`src/rtl/uart_pkg.sv`:
```
// Shared UART definitions: parity/baud encodings, 16x divisor helper and receiver FSM states.
// The transmitter imports this same package so both ends agree on every encoding.
package uart_pkg;

  localparam logic [1:0] PAR_NONE     = 2'b00;
  localparam logic [1:0] PAR_ODD      = 2'b01;
  localparam logic [1:0] PAR_EVEN     = 2'b10;
  localparam logic [1:0] PAR_NONE_ALT = 2'b11;

  localparam logic [1:0] BAUD_2400  = 2'b00;
  localparam logic [1:0] BAUD_4800  = 2'b01;
  localparam logic [1:0] BAUD_9600  = 2'b10;
  localparam logic [1:0] BAUD_19200 = 2'b11;

  typedef enum logic [2:0] {
    ST_IDLE   = 3'd0,
    ST_START  = 3'd1,
    ST_DATA   = 3'd2,
    ST_PARITY = 3'd3,
    ST_STOP   = 3'd4,
    ST_BREAK  = 3'd5
  } rx_state_t;

  function automatic int unsigned baud_hz(input logic [1:0] sel);
    case (sel)
      BAUD_2400:  return 2400;
      BAUD_4800:  return 4800;
      BAUD_9600:  return 9600;
      default:    return 19200;
    endcase
  endfunction

  // Clocks per oversample tick, truncated.
  function automatic int unsigned baud_div(input int unsigned clk_freq, input logic [1:0] sel,
                                           input int unsigned oversample = 16);
    return clk_freq / (baud_hz(sel) * oversample);
  endfunction

  function automatic logic parity_enabled(input logic [1:0] ptype);
    return (ptype == PAR_ODD) || (ptype == PAR_EVEN);
  endfunction

endpackage

```
`src/rtl/uart_rx_tick.sv`:
```
// Oversample tick generator: one-clock tick every DIV clocks, phase reset by restart.
// tick is combinational from the counter so the first tick lands exactly DIV clocks after restart drops.
module uart_rx_tick
  import uart_pkg::*;
#(
  parameter int unsigned CLK_FREQ   = 50_000_000,
  parameter int unsigned OVERSAMPLE = 16
) (
  input  logic       clk,
  input  logic       rst_n,
  input  logic       restart,
  input  logic [1:0] baud_rate,
  output logic       tick
);

  localparam int unsigned DIV_MAX = baud_div(CLK_FREQ, BAUD_2400, OVERSAMPLE);
  localparam int CW = (DIV_MAX > 1) ? $clog2(DIV_MAX) : 1;

  localparam logic [CW-1:0] TOP_2400  = CW'(baud_div(CLK_FREQ, BAUD_2400,  OVERSAMPLE) - 1);
  localparam logic [CW-1:0] TOP_4800  = CW'(baud_div(CLK_FREQ, BAUD_4800,  OVERSAMPLE) - 1);
  localparam logic [CW-1:0] TOP_9600  = CW'(baud_div(CLK_FREQ, BAUD_9600,  OVERSAMPLE) - 1);
  localparam logic [CW-1:0] TOP_19200 = CW'(baud_div(CLK_FREQ, BAUD_19200, OVERSAMPLE) - 1);

  logic [CW-1:0] cnt;
  logic [CW-1:0] top;

  always_comb begin
    top = TOP_19200;
    case (baud_rate)
      BAUD_2400: top = TOP_2400;
      BAUD_4800: top = TOP_4800;
      BAUD_9600: top = TOP_9600;
      default:   top = TOP_19200;
    endcase
  end

  assign tick = !restart && (cnt == top);

  always_ff @(posedge clk or negedge rst_n) begin
    if (!rst_n) begin
      cnt <= '0;
    end else if (restart || (cnt == top)) begin
      cnt <= '0;
    end else begin
      cnt <= cnt + 1'b1;
    end
  end

endmodule

```
`src/rtl/uart_rx.sv`:
```
// UART receiver: 16x oversampled, 8N1 with optional odd/even parity, one-clock valid strobe.
// Handshake: valid is a one-clock strobe with no back-pressure; data_out/parity_err/frame_err change only on valid.
module uart_rx
  import uart_pkg::*;
#(
  parameter int unsigned CLK_FREQ   = 50_000_000,
  parameter int unsigned OVERSAMPLE = 16
) (
  input  logic       clk,
  input  logic       rst_n,
  input  logic       rx,
  input  logic [1:0] baud_rate,
  input  logic [1:0] parity_type,
  output logic [7:0] data_out,
  output logic       valid,
  output logic       parity_err,
  output logic       frame_err,
  output logic       active,
  output rx_state_t  fsm_state
);

  rx_state_t  state, state_next;
  logic       sync1, rx_s, rx_prev;
  logic [1:0] baud_q, par_q;
  logic [3:0] tick_cnt;
  logic [2:0] bit_cnt;
  logic [7:0] shift;
  logic       par_bit;
  logic       tick;
  logic       restart, load;
  logic       start_edge, mid_start, bit_done;
  logic       par_expect;

  always_ff @(posedge clk or negedge rst_n) begin
    if (!rst_n) begin
      sync1   <= 1'b1;
      rx_s    <= 1'b1;
      rx_prev <= 1'b1;
    end else begin
      sync1   <= rx;
      rx_s    <= sync1;
      rx_prev <= rx_s;
    end
  end

  uart_rx_tick #(
    .CLK_FREQ  (CLK_FREQ),
    .OVERSAMPLE(OVERSAMPLE)
  ) u_tick (
    .clk      (clk),
    .rst_n    (rst_n),
    .restart  (restart),
    .baud_rate(baud_q),
    .tick     (tick)
  );

  assign start_edge = rx_prev && !rx_s;
  assign mid_start  = tick && (tick_cnt == 4'd7);
  assign bit_done   = tick && (tick_cnt == 4'd15);
  assign par_expect = (par_q == PAR_EVEN) ? (^shift) : ~(^shift);

  always_ff @(posedge clk or negedge rst_n) begin
    if (!rst_n) begin
      state <= ST_IDLE;
    end else begin
      state <= state_next;
    end
  end

  always_comb begin
    state_next = state;
    case (state)
      ST_IDLE:   if (start_edge) state_next = ST_START;
      ST_START:  if (mid_start) state_next = rx_s ? ST_IDLE : ST_DATA;
      ST_DATA:   if (bit_done && (bit_cnt == 3'd7))
                   state_next = parity_enabled(par_q) ? ST_PARITY : ST_STOP;
      ST_PARITY: if (bit_done) state_next = ST_STOP;
      ST_STOP:   if (bit_done) state_next = rx_s ? ST_IDLE : ST_BREAK;
      ST_BREAK:  if (rx_s) state_next = ST_IDLE;
      default:   state_next = ST_IDLE;
    endcase
  end

  always_comb begin
    restart = (state == ST_IDLE);
    load    = (state == ST_STOP) && bit_done;
    active  = (state == ST_DATA) || (state == ST_PARITY) || (state == ST_STOP);
  end

  assign fsm_state = state;

  // Sample counter re-zeroes at the start midpoint so later samples sit mid-bit.
  always_ff @(posedge clk or negedge rst_n) begin
    if (!rst_n) begin
      tick_cnt <= '0;
      bit_cnt  <= '0;
      shift    <= '0;
      par_bit  <= 1'b0;
      baud_q   <= BAUD_2400;
      par_q    <= PAR_NONE;
    end else begin
      if (restart || ((state == ST_START) && mid_start) || bit_done) begin
        tick_cnt <= '0;
      end else if (tick) begin
        tick_cnt <= tick_cnt + 4'd1;
      end

      if (restart) begin
        bit_cnt <= '0;
      end else if ((state == ST_DATA) && bit_done) begin
        bit_cnt <= bit_cnt + 3'd1;
        shift   <= {rx_s, shift[7:1]};
      end

      if ((state == ST_PARITY) && bit_done) begin
        par_bit <= rx_s;
      end

      if ((state == ST_IDLE) && start_edge) begin
        baud_q <= baud_rate;
        par_q  <= parity_type;
      end
    end
  end

  always_ff @(posedge clk or negedge rst_n) begin
    if (!rst_n) begin
      data_out   <= '0;
      valid      <= 1'b0;
      parity_err <= 1'b0;
      frame_err  <= 1'b0;
    end else begin
      valid <= load;
      if (load) begin
        data_out   <= shift;
        frame_err  <= !rx_s;
        parity_err <= parity_enabled(par_q) && (par_bit != par_expect);
      end
    end
  end

endmodule

```
`config.mk`:
```
export PLATFORM = sky130hd
export DESIGN_NAME = uart_rx
export DESIGN_NICKNAME = d
export VERILOG_FILES = /design/src/rtl/uart_pkg.sv /design/src/rtl/uart_rx_tick.sv /design/src/rtl/uart_rx.sv
export SDC_FILE = /design/constraint.sdc
export NUM_CORES = 1
export LEC_CHECK = 0
export BUFFER_PORTS_ARGS = -buffer_cell sky130_fd_sc_hd__buf_2
export CORE_MARGIN = 1
export CORE_UTILIZATION = 55
export CTS_CLUSTER_SIZE = 20
export DETAILED_ROUTE_END_ITERATION = 7
export PLACE_DENSITY = 0.78
export SYNTH_ARGS = -nofsm -noshare
export SYNTH_HDL_FRONTEND = slang
export SYNTH_SLANG_ARGS = --single-unit
```
`constraint.sdc`:
```
create_clock -name clk -period 3.4 [get_ports clk]
set_input_delay 0.68 -clock clk [delete_from_list [all_inputs] [get_ports clk]]
set_output_delay 0.68 -clock clk [all_outputs]
set_load 0.01 [all_outputs]
```
==> summary.txt <==
STA
  • Final worst setup slack: 438.5 ps
  • Min Clock Period, post-route: 2961 ps
  • Slew headroom: 30.52%
  • Hold slack final: 360.0 ps
  • Total count of max-transition violations in the final report: 0
  • RSZ-0062 raised after global routing: false
  • Post-route fraction of the period consumed by the critical path: 87.10%
  • Largest clock skew in the final design: 7.226 ps
  • Summed negative setup slack over all endpoints: 0 ps
  • Highest clock rate: 337.7 MHz
  • Final setup violation count: 0
  • Worst-Margin Slew: 1042 ps
  • Final hold violation count: 0

Setup path
  • Critical path, cell by cell: inv_1 -> ha_1 -> or3_1 -> a211o_1 -> and2_1 -> nor4_4 -> mux2_2
  • Worst EP arrival: 3150 ps
  • Startpoint Class: flip-flop
  • FF-to-FF setup slack: 440 ps
  • Worst path required time: 3590 ps
  • Category of the most critical setup path: reg -> reg
  • CP bufs+invs: 1
  • CP max-delay cell: nor4_4
  • Largest incremental delay on the critical path: 720 ps
  • Worst Setup End Kind: flip-flop
  • Largest fanout of any net on the critical path: 15
  • Family with the most delay on the worst path: simple AND/OR/NAND/NOR gates

Detailed routing
  • Post-detailed-route via-to-cell ratio: 5.907
  • Average wire per standard cell: 14.57 um
  • Detailed Route WL: 4.547 mm
  • Routed via count: 1843
  • DRC viols: 0
  • Starting DRT DRC Count: 204
  • Antenna Nets Post-Route: 0
  • First-pass detailed-route iteration total: 4

Placement
  • Placed insts: 304
  • DP Worst Slack: 462.9 ps
  • HPWL after detailed placement: 3.213 mm
  • Instance area after placement: 2658 um2
  • Number of buffer cells added on primary ports: 21
  • RePlAce Congestion: 0.8762

Logic synthesis
  • EDFF count, synth: 0
  • Count of yosys warnings during synthesis: 0
  • Post-Synthesis Cell Area: 2499 um2
  • Asr flop ratio synth: 100.0%
  • Avg Cell Area, Syn: 10.63 um2
  • Syn nets: 251
  • Post-synthesis sequential area ratio: 48.22%
  • Count of unique library cells instantiated by Yosys: 46
  • Synth Register Bits: 48
  • Syn Inst Count: 235
  • Most common flop cell mapped by yosys: dfrtp_1

Power
  • Max IR drop VDD: 0.0003280 V
  • Leakage power figure: 1.313 nW
  • Internal power summed over all cells: 1.023 mW
  • Power spent charging and discharging nets: 468.7 uW
  • Net switching share of the total power: 31.43%
  • Part of the total power dissipated in sequential elements: 48.9%
  • Total power draw: 1.491 mW
  • Combinational share of power: 22.2%
  • P per Cell Area: 536.7 nW/um2
  • Part of the total power dissipated in the clock network: 28.9%

Layout
  • Area used by multi-input combinational logic: 1234 um2
  • Post-layout net count: 275
  • Number of filler instances in the final layout: 356
  • Footprint of the flip-flops and latches: 1205 um2
  • Final design area excluding fillers: 2779 um2
  • Area growth from synthesis to layout: 11.22%
  • Post-route insts no fill: 312
  • Ratio of cells with drive above 1 in the final layout: 21.92%
  • Final standard cell utilization of the core: 63.82%
  • Commonest cells after routing, fill and taps aside: dfrtp_1 (45), nor2_1 (25), buf_2 (21)
  • Total inserted antenna cells: 0
  • Commonest non-fill, non-tap cell in the layout: dfrtp_1

Clock network
  • Clock transition at the register clock pins on the worst setup and hold paths after CTS: 90 ps
  • CTS sink cnt: 48
  • Level count of the clock H-tree: 2
  • Worst skew pair latency: 300 ps
  • Clock root cell: clkbuf_8
  • Buffer levels on the longest clock path: 2
  • Total setup buffers inserted after CTS: 0
  • Number of hold-repair buffers added at the cts stage: 0
  • CTS tree: yes
  • # resized after CTS: 0
  • Clock buffer count from CTS: 5

Status
  • Outcome: finished, final reports clean

Floorplanning
  • Placeable Area: 4354 um2
  • Die Outline Area: 4816 um2
  • Std cell rows: 24
  • Starting utilization of the core area: 57.39%
  • Width of the chip: 69.40 um
  • Height of the chip: 69.40 um
  • Total I/O pin count: 22

Hold path
  • Path class of the lowest-slack min-delay path: reg -> reg

GRT
  • Wire length of the first global-routing pass: 7.928 mm
  • Number of antenna violations at the first check in global routing: 0
  • Total Routing Usage GR: 21.16%
  • GRT overflow: 0
  • Number of global-route vias before repair: 1575
  • Maximum number of pins on one net before global-route repair: 49

Flow run
  • Max-capacitance violation count: 0
-- Yosys cell counts (2+ instances only) --
cell,instances,area share (%)
dfrtp_1,45,45
nor2_1,25,3.8
mux2_2,19,8.6
nand2_1,17,2.6
xnor2_1,14,4.9
nand3_1,13,2.6
a21oi_1,10,2.0
ha_1,9,4.5
xor2_1,8,2.8
inv_1,7,1.1
o21ai_0,7,1.4
clkbuf_1,6,0.90
nor3_1,6,1.2
o31ai_1,4,1.2
and3_1,3,0.75
dfstp_2,3,3.2
nor4_1,3,0.75
a2111oi_0,2,0.70
a211o_1,2,0.70
mux2i_1,2,0.80
nand2b_1,2,0.50
nand3b_1,2,0.60
or3_1,2,0.50
or4_1,2,0.60
-- metal layers --
| metal | share of wire [%] | GRT usage [%] | vias up |
|---|---|---|---|
| met5 | 0 | 0 | - |
| met4 | 2.0 | 8.163 | 0 |
| met3 | 4.1 | 4.942 | 8 |
| met2 | 43 | 28.37 | 50 |
| met1 | 51 | 32.91 | 889 |
| li1 | - | - | 896 |
-- cells by family (layout without fill, tap and decap cells) --
family | after synthesis | after routing | share of synthesized area [%]
flip-flops | 48 | 48 | 48.22
XOR/XNOR | 23 | 23 | 8.613
AO/OA/AOI/OAI | 40 | 40 | 11.07
AND/OR/NAND/NOR | 80 | 80 | 15.82
adder cells (fa/ha/maj) | 9 | 9 | 4.507
multiplexers | 21 | 21 | 9.364
buffers and inverters | 14 | 39 | 2.404
-- final timing paths --
path	from	end	cells past startpoint
max	baud_q[0]$_DFFE_PN0P_	data_out[7]$_DFFE_PN0P_	7
min	sync1$_DFF_PN1_	rx_s$_DFF_PN1_	0
max reg2reg	baud_q[0]$_DFFE_PN0P_	data_out[7]$_DFFE_PN0P_	7
min reg2reg	sync1$_DFF_PN1_	rx_s$_DFF_PN1_	0
max in group asynchronous	rst_n	u_tick.cnt[8]$_DFF_PN0_	1
min in group asynchronous	rst_n	tick_cnt[3]$_DFFE_PN0P_	1
-- cell type report --
cell class | instances | area share [%]
Clock buffer | 6 | 2.972
Clock inverter | 2 | 1.396
Inverter | 7 | 0.9455
Multi-Input combinational cell | 173 | 44.39
Sequential cell | 48 | 43.36
Tap cell | 52 | 2.341
Timing Repair Buffer | 24 | 4.593
-- sequential cells by signal, indices dropped and copies added (netlist names) --
| name | cells |
|---|---|
| par_q | 2 |
| baud_q | 2 |
| sync1 | 1 |
| bit_cnt | 3 |
| data_out | 8 |
| frame_err | 1 |
| parity_err | 1 |
| shift | 8 |
| rx_s | 1 |
| u_tick.cnt | 11 |
| rx_prev | 1 |
| par_bit | 1 |
| valid | 1 |
| fsm_state | 3 |
| tick_cnt | 4 |
-- power by group through the flow --
stage	sequential (mW)	combinational, mW	clock (mW)
after detailed placement	0.738	0.335	0
final	0.729	0.331	0.431
after global routing	0.743	0.378	0.467
after CTS	0.729	0.335	0.441
after floorplan	0.715	0.290	0
after global placement	0.735	0.325	0
Note: power is estimated with default switching activity, not from simulation.
